[src/rtl/arb_pkg.sv]
// Types shared by the input arbiter and the result dispatcher.
// No logic here: FIFO entry metadata, source tag and dispatcher state encodings.
package arb_pkg;

  localparam int DW_DEF = 32;

  typedef logic [1:0] mode_t;
  localparam mode_t MODE_IDLE = 2'b00;

  typedef enum logic {
    SRC_SLV0 = 1'b0,
    SRC_SLV1 = 1'b1
  } src_t;

  typedef enum logic [1:0] {
    ST_IDLE  = 2'd0,
    ST_FETCH = 2'd1,
    ST_SEND  = 2'd2
  } disp_state_t;

  // Sideband fields carried alongside the payload of a result entry.
  typedef struct packed {
    src_t       src;
    mode_t      mode;
    logic [7:0] proc_val;
  } meta_t;

endpackage

[src/rtl/frame_counter.sv]
// Per-destination word counter; wraps at FRAME_WORDS and pulses done_pulse for one cycle.
// Latency: done_pulse is registered, high the cycle after the final increment; no backpressure.
module frame_counter #(
  parameter int FRAME_WORDS = 1024
) (
  input  logic                           clk,
  input  logic                           rst_n,
  input  logic                           inc,
  output logic [$clog2(FRAME_WORDS)-1:0] count,
  output logic                           done_pulse
);

  localparam int CNT_W = $clog2(FRAME_WORDS);

  logic [CNT_W-1:0] cnt_q, cnt_d;
  logic             done_q, done_d;
  logic             wrap;

  // Compare against FRAME_WORDS-1 so non-power-of-two frame sizes also wrap correctly.
  assign wrap = inc && (cnt_q == CNT_W'(FRAME_WORDS - 1));

  always_comb begin
    cnt_d  = cnt_q;
    done_d = wrap;
    if (wrap) begin
      cnt_d = '0;
    end else if (inc) begin
      cnt_d = cnt_q + 1'b1;
    end
  end

  always_ff @(posedge clk or negedge rst_n) begin
    if (!rst_n) begin
      cnt_q  <= '0;
      done_q <= 1'b0;
    end else begin
      cnt_q  <= cnt_d;
      done_q <= done_d;
    end
  end

  assign count      = cnt_q;
  assign done_pulse = done_q;

endmodule

[src/rtl/result_dispatcher.sv]
// Pops result FIFO entries and routes each to master port 0/1 by its stored source tag; 2 cycles pop->valid.
// Holds valid and payload stable until the selected port's ready; DISP_MODE_DROP_EN discards mode-00 entries.
module result_dispatcher
  import arb_pkg::*;
#(
  parameter int DW          = DW_DEF,
  parameter int FRAME_WORDS = 1024
) (
  input  logic          clk,
  input  logic          rst_n,
  input  logic          fifo_empty,
  output logic          fifo_rd_en,
  input  logic [DW-1:0] fifo_data,
  input  logic [1:0]    fifo_mode,
  input  logic [7:0]    fifo_proc_val,
  input  logic          fifo_src,
  output logic          mst0_valid,
  input  logic          mst0_ready,
  output logic [DW-1:0] mst0_data,
  output logic [1:0]    mst0_mode,
  output logic [7:0]    mst0_proc_val,
  output logic          mst1_valid,
  input  logic          mst1_ready,
  output logic [DW-1:0] mst1_data,
  output logic [1:0]    mst1_mode,
  output logic [7:0]    mst1_proc_val,
  output logic          mstr0_cmplt,
  output logic          mstr1_cmplt
);

  localparam int CNT_W = $clog2(FRAME_WORDS);

  disp_state_t   state_q, state_d;
  logic [DW-1:0] data_q, data_d;
  meta_t         meta_q, meta_d;
  logic          pop;
  logic          sel0, sel1, hs;
  logic [CNT_W-1:0] cnt0, cnt1;
  logic          unused_cnt;

  assign sel0 = (state_q == ST_SEND) && (meta_q.src == SRC_SLV0);
  assign sel1 = (state_q == ST_SEND) && (meta_q.src == SRC_SLV1);
  assign hs   = (sel0 && mst0_ready) || (sel1 && mst1_ready);

  always_comb begin
    state_d = state_q;
    data_d  = data_q;
    meta_d  = meta_q;
    pop     = 1'b0;
    case (state_q)
      ST_IDLE: begin
        if (!fifo_empty) begin
          pop     = 1'b1;
          state_d = ST_FETCH;
        end
      end
      ST_FETCH: begin
        data_d  = fifo_data;
        meta_d  = {src_t'(fifo_src), fifo_mode, fifo_proc_val};
        state_d = ST_SEND;
`ifdef DISP_MODE_DROP_EN
        if (fifo_mode == MODE_IDLE) begin
          state_d = ST_IDLE;
        end
`endif
      end
      ST_SEND: begin
        if (hs) begin
          if (!fifo_empty) begin
            pop     = 1'b1;
            state_d = ST_FETCH;
          end else begin
            state_d = ST_IDLE;
          end
        end
      end
      default: state_d = ST_IDLE;
    endcase
  end

  always_ff @(posedge clk or negedge rst_n) begin
    if (!rst_n) begin
      state_q <= ST_IDLE;
      data_q  <= '0;
      meta_q  <= '0;
    end else begin
      state_q <= state_d;
      data_q  <= data_d;
      meta_q  <= meta_d;
    end
  end

  // Gate with rst_n so a non-empty FIFO is never popped while reset is held.
  assign fifo_rd_en = pop && rst_n;

  assign mst0_valid    = sel0;
  assign mst0_data     = sel0 ? data_q        : '0;
  assign mst0_mode     = sel0 ? meta_q.mode   : '0;
  assign mst0_proc_val = sel0 ? meta_q.proc_val : '0;
  assign mst1_valid    = sel1;
  assign mst1_data     = sel1 ? data_q        : '0;
  assign mst1_mode     = sel1 ? meta_q.mode   : '0;
  assign mst1_proc_val = sel1 ? meta_q.proc_val : '0;

  frame_counter #(.FRAME_WORDS(FRAME_WORDS)) u_cnt0 (
    .clk        (clk),
    .rst_n      (rst_n),
    .inc        (sel0 && mst0_ready),
    .count      (cnt0),
    .done_pulse (mstr0_cmplt)
  );

  frame_counter #(.FRAME_WORDS(FRAME_WORDS)) u_cnt1 (
    .clk        (clk),
    .rst_n      (rst_n),
    .inc        (sel1 && mst1_ready),
    .count      (cnt1),
    .done_pulse (mstr1_cmplt)
  );

  assign unused_cnt = ^{cnt0, cnt1};

endmodule

[config.mk]
export PLATFORM = sky130hd
export DESIGN_NAME = result_dispatcher
export DESIGN_NICKNAME = d
export VERILOG_FILES = /design/src/rtl/arb_pkg.sv /design/src/rtl/frame_counter.sv /design/src/rtl/result_dispatcher.sv
export SDC_FILE = /design/constraint.sdc
export NUM_CORES = 1
export LEC_CHECK = 0
export CAP_MARGIN = 20
export CORE_MARGIN = 2
export CORE_UTILIZATION = 40
export CTS_BUF_LIST = sky130_fd_sc_hd__clkbuf_2 sky130_fd_sc_hd__clkbuf_4 sky130_fd_sc_hd__clkbuf_8
export CTS_CLUSTER_SIZE = 40
export DETAILED_ROUTE_END_ITERATION = 7
export PLACE_DENSITY = 0.79
export SYNTH_ARGS = -nofsm -noshare
export SYNTH_HDL_FRONTEND = slang
export SYNTH_SLANG_ARGS = --single-unit
export TNS_END_PERCENT = 1
[constraint.sdc]
create_clock -name clk -period 1.3 [get_ports clk]
set_input_delay 0.195 -clock clk [delete_from_list [all_inputs] [get_ports clk]]
set_output_delay 0.195 -clock clk [all_outputs]
set_load 0.02 [all_outputs]
==> metrics.md <==
| Metric | Value |
|---|---|
| Status | finished, violations left |
| Failing checks | setup timing |
| Largest net degree at the start of global routing | 68 |
| Slowest cell delay on critical path | 0.45 ns |
| Slowest cell on crit path | dfrtp_2 |
| Cts-stage hold buffer count | 0 |
| Synth area leader | dfrtp_1 |
| Initial Utilization | 0.405 |
| RSZ-0062 raised after global routing | yes |
| Most area-consuming cells after synthesis | dfrtp_1 51%, and2_1 16%, mux2_2 15% |
| Leakage power | 2.45 nW |
| Final RePlAce weighted congestion | 0.749 |
| Slew Limit Headroom | 0.451 |
| Total CTS buffers | 9 |
| Crit path DAT | 1.63 ns |
| Place WS | -0.723 ns |
| CP Capture Type | output port |
| Die ar. | 8940 µm² |
| Root Buffer | clkbuf_8 |
| Vias per cell | 4.79 |
| R2r setup slk | -0.34 ns |
| Grt ovf | 0 |
| Core ar. | 8090 µm² |
| Routed Antenna Nets | 0 |
| First-pass GRT wire length | 12.5 mm |
| Setup TNS Final | -48.56 ns |
| IR drop worst, VDD | 0.959 mV |
| Buffers & Inverters on Critical Path | 3 |
| # IOs | 137 |
| Clock-pin slew on the worst setup and hold paths | 0.07 ns |
| CTS tree | yes |
| Synthesis-stage register bit count | 67 |
| First-pass DRT Iterations | 6 |
| Mapped Nets | 339 |
| Commonest cells after routing, fill and taps aside | 66 x dfrtp_1, 64 x and2_2, 48 x buf_6, 46 x clkdlybuf4s50_1, 43 x mux2_2 |
| Via Count | 2673 |
| DRT iter0 DRCs | 102 |
| WS Path Type | reg2out |
| Die Wd | 94.5 µm |
| Syn. warnings | 0 |
| Cell Pwr Density | 1860 nW/µm² |
| Most common cell after layout, fill and taps aside | dfrtp_1 |
| Initial antenna violation count | 0 |
| Drt drc | 0 |
| Worst path top cell family by delay | buffers and inverters |
| Min setup slack post-route | -0.526 ns |
| FF-to-FF End | u_cnt1.count[1]$_DFFE_PN0P_ |
| Mapped Area | 3280 µm² |
| Worst Hold Class | in2async |
| Die Y-Extent | 94.5 µm |
| Fmax achieved | 548 MHz |
| Skew-Pair Late Insertion Delay | 0.32 ns |
| GRT Total Usage | 0.181 |
| Syn Area/Cell | 11.3 µm² |
| FP Rows | 33 |
| Max-cap violations | 0 |
| Unique masters post-synth | 32 |
| Sequential fraction of the synthesis area | 0.511 |
| Synth Instances | 289 |
| Routed WL | 8.04 mm |
| Critical R2R Launch | state_q[0]$_DFFE_PN0P_ |
| Least-Margin Pin Slew | 0.824 ns |
| Post-DR wirelength/cell | 14.4 µm |
| Critical Path RT | 1.11 ns |
| Hold Violations, Final | 0 |
| CP Launch Type | register |
| Crit Path Max Fanout | 21 |
| Area Growth Syn to Fin | 59.6% |
| Final Setup Violations | 152 |
| DP HPWL | 5.79 mm |
| Reg2reg path depth | 6 |
| Most used cell, CP | buf_4 |
| Synth top area share | 0.511 |
| Final Critical Period | 1.83 ns |
| Final worst-path cycle share | 1.40 |
| H-tree depth | 3 |
| Port buffer count | 136 |
| Finished Core Util | 0.647 |
| Final Max Slew Viols | 0 |
| Fin nets | 498 |
| Final Skew | 0.00548 ns |
| Worst-case clock buffer depth | 2 |
| Layout cells sized above 1 | 0.566 |
| Clock sinks | 67 |
| Crit-path cells | nor3b_4, buf_4, clkbuf_16, and2_1, buf_4 |
| Vias in the first global route | 2721 |
area by class of cell:
type	count	area, µm²
clock buffers	14	186
clock inverters	1	30.0
fillers	692	2860
multi-input cells	208	1690
repair buffers	162	1520
diodes	1	2.50
flip-flops and latches	67	1680
well taps	105	131
cell usage after synthesis:
cell and instances:
a211oi_1 1, a21oi_1 2, a31oi_1 2, and2_1 85, and3_1 5, and3_4 2
and3b_1 1, and4_1 2, and4_4 1, and4bb_2 1, buf_2 6, clkbuf_1 8
dfrtp_1 67, ha_1 2, mux2_2 43, mux2i_1 3, nand2_1 13, nand2b_1 1
nand3_1 6, nand4_1 2, nand4b_1 1, nand4bb_1 1, nor2_1 8, nor2b_1 1
nor3_1 4, nor3b_2 1, o21ai_0 1, o21ai_1 3, o21bai_1 1, or2_1 2
or2_2 1, xnor2_1 12
routing by layer:
| metal | part of all wire | global-route usage | wire length [µm] | vias up |
|---|---|---|---|---|
| met4 | 0.0083 | 0.0580 | 67 | 0 |
| met3 | 0.070 | 0.0455 | 566 | 8 |
| li1 | - | - | - | 1291 |
| met1 | 0.40 | 0.207 | 3230 | 1282 |
| met5 | 0 | 0 | 0 | - |
| met2 | 0.52 | 0.330 | 4180 | 92 |
worst max path at each step:
stage	cells after the start	startpoint	endpoint	slack [ns]
after floorplan	5	state_q[0]$_DFFE_PN0P_	u_cnt1.count[0]$_DFFE_PN0P_	-0.08
after global placement	5	mst1_ready	fifo_rd_en	-0.69
after detailed placement	5	mst1_ready	fifo_rd_en	-0.72
after CTS	4	meta_q[10]$_DFFE_PN0N_	mst0_data[15]	-0.63
after global routing	5	meta_q[10]$_DFFE_PN0N_	mst0_proc_val[5]	-0.60
final	5	meta_q[10]$_DFFE_PN0N_	mst0_mode[0]	-0.53
sequential cells by signal, indices dropped and copies added (netlist names):
register	cells
meta_q	11
u_cnt0.done_pulse	1
u_cnt0.count	10
u_cnt1.count	10
state_q	2
data_q	32
u_cnt1.done_pulse	1
cell families after synthesis:
family | after synthesis | share of synthesized area
xor+xnor | 12 | 0.0320
fa+ha+maj | 2 | 0.00763
simple gates | 138 | 0.256
compound gates | 10 | 0.0175
mux | 46 | 0.157
buf+inv | 14 | 0.0183
flops | 67 | 0.511
through the flow:
stage,area (µm²),power [mW],hold WS (ns),cells
2_1_floorplan,3410,5.96,-0.101,289
5_1_grt,5230,10.3,0.166,557
3_5_place_dp,5030,7.88,0.462,540
3_3_place_gp,5030,7.71,0.453,540
4_1_cts,5230,9.62,0.117,555
6_report,5230,9.74,0.0707,558
timing repair:
action	CTS	global route
cloned	0	1
pin swaps	3	10
endpoints found under the hold margin	0	0
buffers inserted	0	1
endpoints found under the setup margin	154	152
resized for setup	332	140
where the power goes:
part	total, mW	internal (mW)	switching [mW]	leakage (nW)
registers	3.47	2.90	0.574	0.828
clock network	1.83	1.11	0.721	0.112
logic	4.43	2.45	1.98	1.51
(Power assumes the default switching activity.)
